[config.mk]
export PLATFORM = sky130hd
export DESIGN_NAME = spi_command_receiver
export DESIGN_NICKNAME = d
export VERILOG_FILES = /design/src/rtl/spi_command_receiver.sv
export SDC_FILE = /design/constraint.sdc
export NUM_CORES = 1
export LEC_CHECK = 0
export CORE_MARGIN = 2
export CORE_UTILIZATION = 50
export CTS_CLUSTER_SIZE = 12
export DETAILED_ROUTE_END_ITERATION = 16
export PLACE_DENSITY = 0.77
export SYNTH_ARGS = -nofsm -noshare
export SYNTH_HDL_FRONTEND = slang
export SYNTH_SLANG_ARGS = --single-unit
[constraint.sdc]
create_clock -name clock -period 3.6 [get_ports clock]
set_input_delay 1.08 -clock clock [delete_from_list [all_inputs] [get_ports clock]]
set_output_delay 1.08 -clock clock [all_outputs]
set_load 0.02 [all_outputs]
[src/rtl/spi_command_receiver.sv]
// SPI-slave command front end: oversamples SCK/CS/DI, assembles bytes MSB first
// and parses 48-bit SD-style command frames (start, cmd, 32-bit arg, CRC7, end bit).
module spi_command_receiver (
    input  logic        clock,
    input  logic        reset,
    input  logic        io_SCK,
    input  logic        io_CS,
    input  logic        io_DI,
    output logic [7:0]  io_Buffer,
    output logic        io_BufferChange,
    output logic [5:0]  io_Command,
    output logic [31:0] io_CommandArgument,
    output logic        io_CommandReadFinished,
    output logic        io_ArgumentReadFinished,
    output logic        io_ReadSuccess,
    output logic [2:0]  io____state
);

    typedef enum logic [2:0] {
        IDLE = 3'd0,
        ARG  = 3'd1,
        CRC  = 3'd2
    } state_t;

    state_t      state;
    state_t      state_next;

    logic        sck_s1, sck_s2, sck_prev;
    logic        cs_s1, cs_s2;
    logic        di_s1, di_s2;
    logic        sck_rise;

    logic [7:0]  buffer;
    logic [2:0]  bit_cnt;
    logic        byte_done;

    logic [5:0]  command;
    logic [31:0] argument;
    logic        cmd_done;
    logic        arg_done;
    logic        read_ok;
    logic [6:0]  crc;
    logic [1:0]  byte_cnt;

    // CRC7 (x^7 + x^3 + 1) advanced over one byte, MSB first.
    function automatic logic [6:0] crc7_byte(input logic [6:0] crc_in, input logic [7:0] data);
        logic [6:0] c;
        logic       fb;
        c = crc_in;
        for (int i = 7; i >= 0; i--) begin
            fb = c[6] ^ data[i];
            c  = {c[5:0], 1'b0};
            if (fb) c = c ^ 7'h09;
        end
        return c;
    endfunction

    always_ff @(posedge clock) begin
        if (reset) begin
            sck_s1   <= 1'b0;
            sck_s2   <= 1'b0;
            sck_prev <= 1'b0;
            cs_s1    <= 1'b1;
            cs_s2    <= 1'b1;
            di_s1    <= 1'b1;
            di_s2    <= 1'b1;
        end else begin
            sck_s1   <= io_SCK;
            sck_s2   <= sck_s1;
            sck_prev <= sck_s2;
            cs_s1    <= io_CS;
            cs_s2    <= cs_s1;
            di_s1    <= io_DI;
            di_s2    <= di_s1;
        end
    end

    assign sck_rise = sck_s2 & ~sck_prev;

    always_ff @(posedge clock) begin
        if (reset) begin
            buffer    <= 8'h00;
            bit_cnt   <= 3'd0;
            byte_done <= 1'b0;
        end else begin
            byte_done <= 1'b0;
            if (cs_s2) begin
                bit_cnt <= 3'd0;
            end else if (sck_rise) begin
                buffer  <= {buffer[6:0], di_s2};
                bit_cnt <= bit_cnt + 3'd1;
                if (bit_cnt == 3'd7) byte_done <= 1'b1;
            end
        end
    end

    always_ff @(posedge clock) begin
        if (reset) state <= IDLE;
        else       state <= state_next;
    end

    always_comb begin
        state_next = state;
        if (cs_s2) begin
            state_next = IDLE;
        end else begin
            case (state)
                IDLE: if (byte_done && buffer[7:6] == 2'b01) state_next = ARG;
                ARG:  if (byte_done && byte_cnt == 2'd3)     state_next = CRC;
                CRC:  if (byte_done)                         state_next = IDLE;
                default: state_next = IDLE;
            endcase
        end
    end

    // Frame fields update one cycle after the byte pulse, alongside the state change.
    always_ff @(posedge clock) begin
        if (reset) begin
            command  <= 6'd0;
            argument <= 32'd0;
            cmd_done <= 1'b0;
            arg_done <= 1'b0;
            read_ok  <= 1'b0;
            crc      <= 7'd0;
            byte_cnt <= 2'd0;
        end else if (!cs_s2 && byte_done) begin
            case (state)
                IDLE: begin
                    if (buffer[7:6] == 2'b01) begin
                        command  <= buffer[5:0];
                        argument <= 32'd0;
                        cmd_done <= 1'b1;
                        arg_done <= 1'b0;
                        read_ok  <= 1'b0;
                        byte_cnt <= 2'd0;
                        crc      <= crc7_byte(7'd0, buffer);
                    end
                end
                ARG: begin
                    argument <= {argument[23:0], buffer};
                    crc      <= crc7_byte(crc, buffer);
                    byte_cnt <= byte_cnt + 2'd1;
                    if (byte_cnt == 2'd3) arg_done <= 1'b1;
                end
                CRC: begin
                    read_ok <= (buffer[7:1] == crc) && buffer[0];
                end
                default: begin
                end
            endcase
        end
    end

    assign io_Buffer               = buffer;
    assign io_BufferChange         = byte_done;
    assign io_Command              = command;
    assign io_CommandArgument      = argument;
    assign io_CommandReadFinished  = cmd_done;
    assign io_ArgumentReadFinished = arg_done;
    assign io_ReadSuccess          = read_ok;
    assign io____state             = state;

endmodule

==> key figures <==
STA
  – Final Hold Fails: 0
  – RSZ-0062 raised after global routing: false
  – Slew headroom: 0.479
  – Fmax: between 300 and 400 MHz
  – Slew @ Worst Pin: ~0.78 ns
  – Setup TNS: 0 ns
  – Worst setup margin: ~0.94 ns
  – Fin crit share: 0.739
  – Final Setup Violations: 0
  – Count of final max-slew check failures: 0
  – Clock skew: between 0.01 and 0.015 ns
  – Min cycle time layout: 2.66 ns
  – Min Hold Slack: 0.411 ns

Synthesis
  – Avg Inst Size Synth: between 9 and 10 um^2
  – Mux share of post-synthesis cell area: 0.0268
  – Synthesized net count: 327
  – Synthesis Warnings: 0
  – Largest family of logic cells by synthesized area: simple AND/OR/NAND/NOR gates
  – Post-synthesis sequential area ratio: 0.476
  – Simple-gate share of the synthesized area: 0.171
  – Synthesized area: ~0.0030 mm^2
  – Yosys top cell by area: dfxtp_1
  – FF+latch count, synth: 71
  – Post-synthesis compound-gate area fraction: 0.159
  – Largest cells by area after synthesis: dfxtp_1 48%, a22oi_1 8.3%, nor2_1 6.7%
  – Distinct cell type count after synthesis: approximately 40
  – XOR/XNOR Fraction of Synth Area: 0.0918
  – Syn Inst Count: around 320
  – Adder-Cell Fraction of Synth Area: 0.0126
  – Synth top area share: 0.476

Place
  – DP HPWL: approximately 4200 um
  – Dpl ws: roughly 1.3 ns
  – Placed cell count: approximately 420
  – Input/output buffers: 56
  – Gp weighted congestion: ~0.89
  – Placed Area: approximately 0.0035 mm^2

Pwr
  – Power, Total: roughly 1.4 mW
  – Leak Pwr: approximately 1.4 nW
  – Clk pwr share: 0.427
  – P_int: roughly 1.1 mW
  – Worst vdd rail ir drop: ~0.24 mV
  – Comb power frac: 0.017
  – PwrDens: ~390 mW/mm^2
  – Switch Pwr: approximately 320 uW
  – Flop pwr share: 0.556
  – Net Sw Frac: 0.224

CTS
  – Clock buffer depth: 2
  – CTS tree: built
  – Clk sinks: between 70 and 80
  – PostCTS Resize Cnt: 0
  – Worst skew pair latency: around 0.34 ns
  – Num CTS Buffers: 9
  – H-tree depth: 3
  – Root Driver: clkbuf_8
  – Reg clk slew, reported paths: around 0.080 ns
  – # hold bufs at CTS: 0
  – Post-CTS setup buffer count: 0

Floorplan
  – Core Footprint: a little under 0.006 mm^2
  – Width of the die: between 80 and 90 um
  – DIE HEIGHT: 81.3 um
  – Initial Utilization: 0.510
  – DIE AREA: around 0.0066 mm^2
  – IO Pins: 58
  – Site Rows: 28

Final layout
  – Final nets: between 300 and 400
  – Core Util, Final: 0.630
  – Syn-to-layout area delta: 23.4%
  – Filler instances: between 400 and 500
  – Multi-input gate area: ~0.0014 mm^2
  – Layout Cells excl Fill: 438
  – Layout cells sized above 1: 0.0826
  – Cell area after layout: roughly 0.0037 mm^2
  – Diodes inserted: 0
  – Reg area: 0.00142 mm^2

Routing
  – Via/cell ratio: between 5 and 6
  – Final wirelength: roughly 6400 um
  – ANT nets after route: 0
  – Vias: about 2400
  – DRC: 0
  – Drt first pass iters: 4
  – Initial DRC count: between 150 and 200
  – DR WL/cell: ~15 um

Setup path
  – Worst path depth: 1
  – Reg2Reg Setup Slack: around 1.5 ns
  – Worst path slowest cell: clkdlybuf4s50_1
  – Critical path endpoint: io_Buffer[4]
  – Worst path required time: around 2.5 ns
  – Critical path data arrival time: roughly 1.6 ns
  – Worst R2R Path Depth: 5
  – Worst r2r src: io_Buffer[7]
  – CP Capture Type: output pin
  – CP max stage delay: a little under 0.7 ns
  – Crit start category: register
  – CP delay by family, top: buffers and inverters
  – Reg-to-Reg End: io_ArgumentReadFinished
  – Worst Path Buf+Inv: 1
  – CP Cell Sequence: clkdlybuf4s50_1
  – Worst setup path start: io_Buffer[4]
  – Crit path max fanout: 9
  – Crit Path Category: reg -> out

Global route
  – Vias in the first global route: around 2200
  – Initial antenna violation count: 0
  – Tot GR Track Use: 0.211
  – Largest net degree at the start of global routing: 53
  – Total gr overflow: 0
  – First-pass GRT wire length: 10700 um

Min path
  – Hold crit path type: reg -> reg

Outcome
  – Status: finished clean

Flow run
  – Maxcap violations: 0
[power by group through the flow]
| stage | registers, mW | logic, mW | clock network, mW |
|---|---|---|---|
| final | 0.791 | 0.0242 | 0.607 |
| after global routing | 0.791 | 0.0272 | 0.658 |
| after CTS | 0.791 | 0.0246 | 0.618 |
| after detailed placement | 0.809 | 0.0245 | 0 |
| after global placement | 0.809 | 0.0247 | 0 |
| after floorplan | 0.808 | 0.0188 | 0 |
[placed cells by master (no fill, tap or decap), drive strengths merged, types with 2 or more instances in the layout]
master         netlist  final
clkdlybuf4s50        0     55
nand2b               2      2
xnor3                4      4
clkbuf              16     12
nor3b                5      5
nor3                 2      2
nor2                53     53
o21ai               11     11
mux2i                8      8
dfxtp               71     71
nand4                2      2
or2                  6      6
nor2b                5      5
clkinv               0      2
clkinvlp             0      2
buf                 15      4
xnor2               12     12
and3                 2      2
a22oi               33     33
ha                   3      3
o31ai                2      2
nand3b               3      3
nand3                3      3
nand2               15     15
nor4b                2      2
inv                  4      4
a31oi                3      3
xor2                 9      9
a211oi               4      4
a21oi               17     17
[worst min path at each step]
stage | to | slack, ns | from | cells after the start
5_1_grt | cs_s2 | 0.44 | cs_s1 | 1
6_report | di_s2 | 0.41 | di_s1 | 1
3_5_place_dp | di_s2 | 0.40 | di_s1 | 1
4_1_cts | di_s2 | 0.42 | di_s1 | 1
3_3_place_gp | cs_s2 | 0.39 | cs_s1 | 1
2_1_floorplan | cs_s2 | 0.39 | cs_s1 | 1
[sequential cells by signal (all words and copies together) (netlist names)]
signal	flops
io_CommandArgument	32
io_Buffer	8
crc	7
io_Command	6
bit_cnt	3
byte_cnt	2
io____state	2
cs_s1	1
cs_s2	1
di_s1	1
di_s2	1
io_ArgumentReadFinished	1
io_BufferChange	1
io_CommandReadFinished	1
io_ReadSuccess	1
sck_prev	1
sck_s1	1
sck_s2	1
[layout make-up]
| class | count | share of cell area |
|---|---|---|
| multi-input combinational | 213 | 0.375 |
| clock buffer | 12 | 0.0448 |
| inverter | 4 | 0.00408 |
| clock inverter | 4 | 0.00781 |
| timing repair buffer | 59 | 0.157 |
| sequential | 71 | 0.386 |
| tap | 75 | 0.0255 |
[logic make-up (layout without fill, tap and decap cells)]
kind of cell | Yosys count | in the layout
other | 1 | 1
adder cells (fa/ha/maj) | 3 | 3
AND/OR/NAND/NOR | 104 | 104
buffers and inverters | 35 | 79
multiplexers | 8 | 8
flip-flops | 71 | 71
XOR/XNOR | 25 | 25
AO/OA/AOI/OAI | 72 | 72
[metal layers]
layer  track usage  vias up  share of wire
met2         0.313       60           0.46
li1              -     1172              -
met3        0.0578        6          0.054
met4        0.0881        0         0.0086
met5             0        -              0
met1         0.290     1137           0.48
[cells in the mapped netlist]
library cell	instances
clkbuf_2	1
nand3_1	3
inv_1	4
buf_6	2
buf_4	7
nor3b_1	3
o21ai_2	1
dfxtp_1	71
xnor3_1	4
ha_1	3
conb_1	1
mux2i_1	8
nand4_1	2
nor3b_2	1
o21ai_0	9
buf_2	6
o21ai_1	1
nor3_1	2
a31oi_1	3
a22oi_1	33
nor3b_4	1
or2_2	6
o21a_1	1
a21oi_1	17
nand2_1	15
nor4_1	1
nor2b_1	5
nor2_1	53
clkbuf_1	15
and2b_2	1
xor2_1	9
and4_1	1
or4_1	1
a211oi_1	4
nand3b_1	3
o31ai_1	2
a2111o_1	1
nand2b_1	2
xnor2_1	12
and3_1	2
nor4b_1	2
[worst register-to-register path: stages, from the launching register on]
cell and delay, ns:
dfxtp_1 0.48, and2b_2 0.30, o21ai_2 0.61, buf_4 0.40, o21ai_0 0.13, a21oi_1 0.13
No activity file was read; power rests on OpenSTA's default activity.
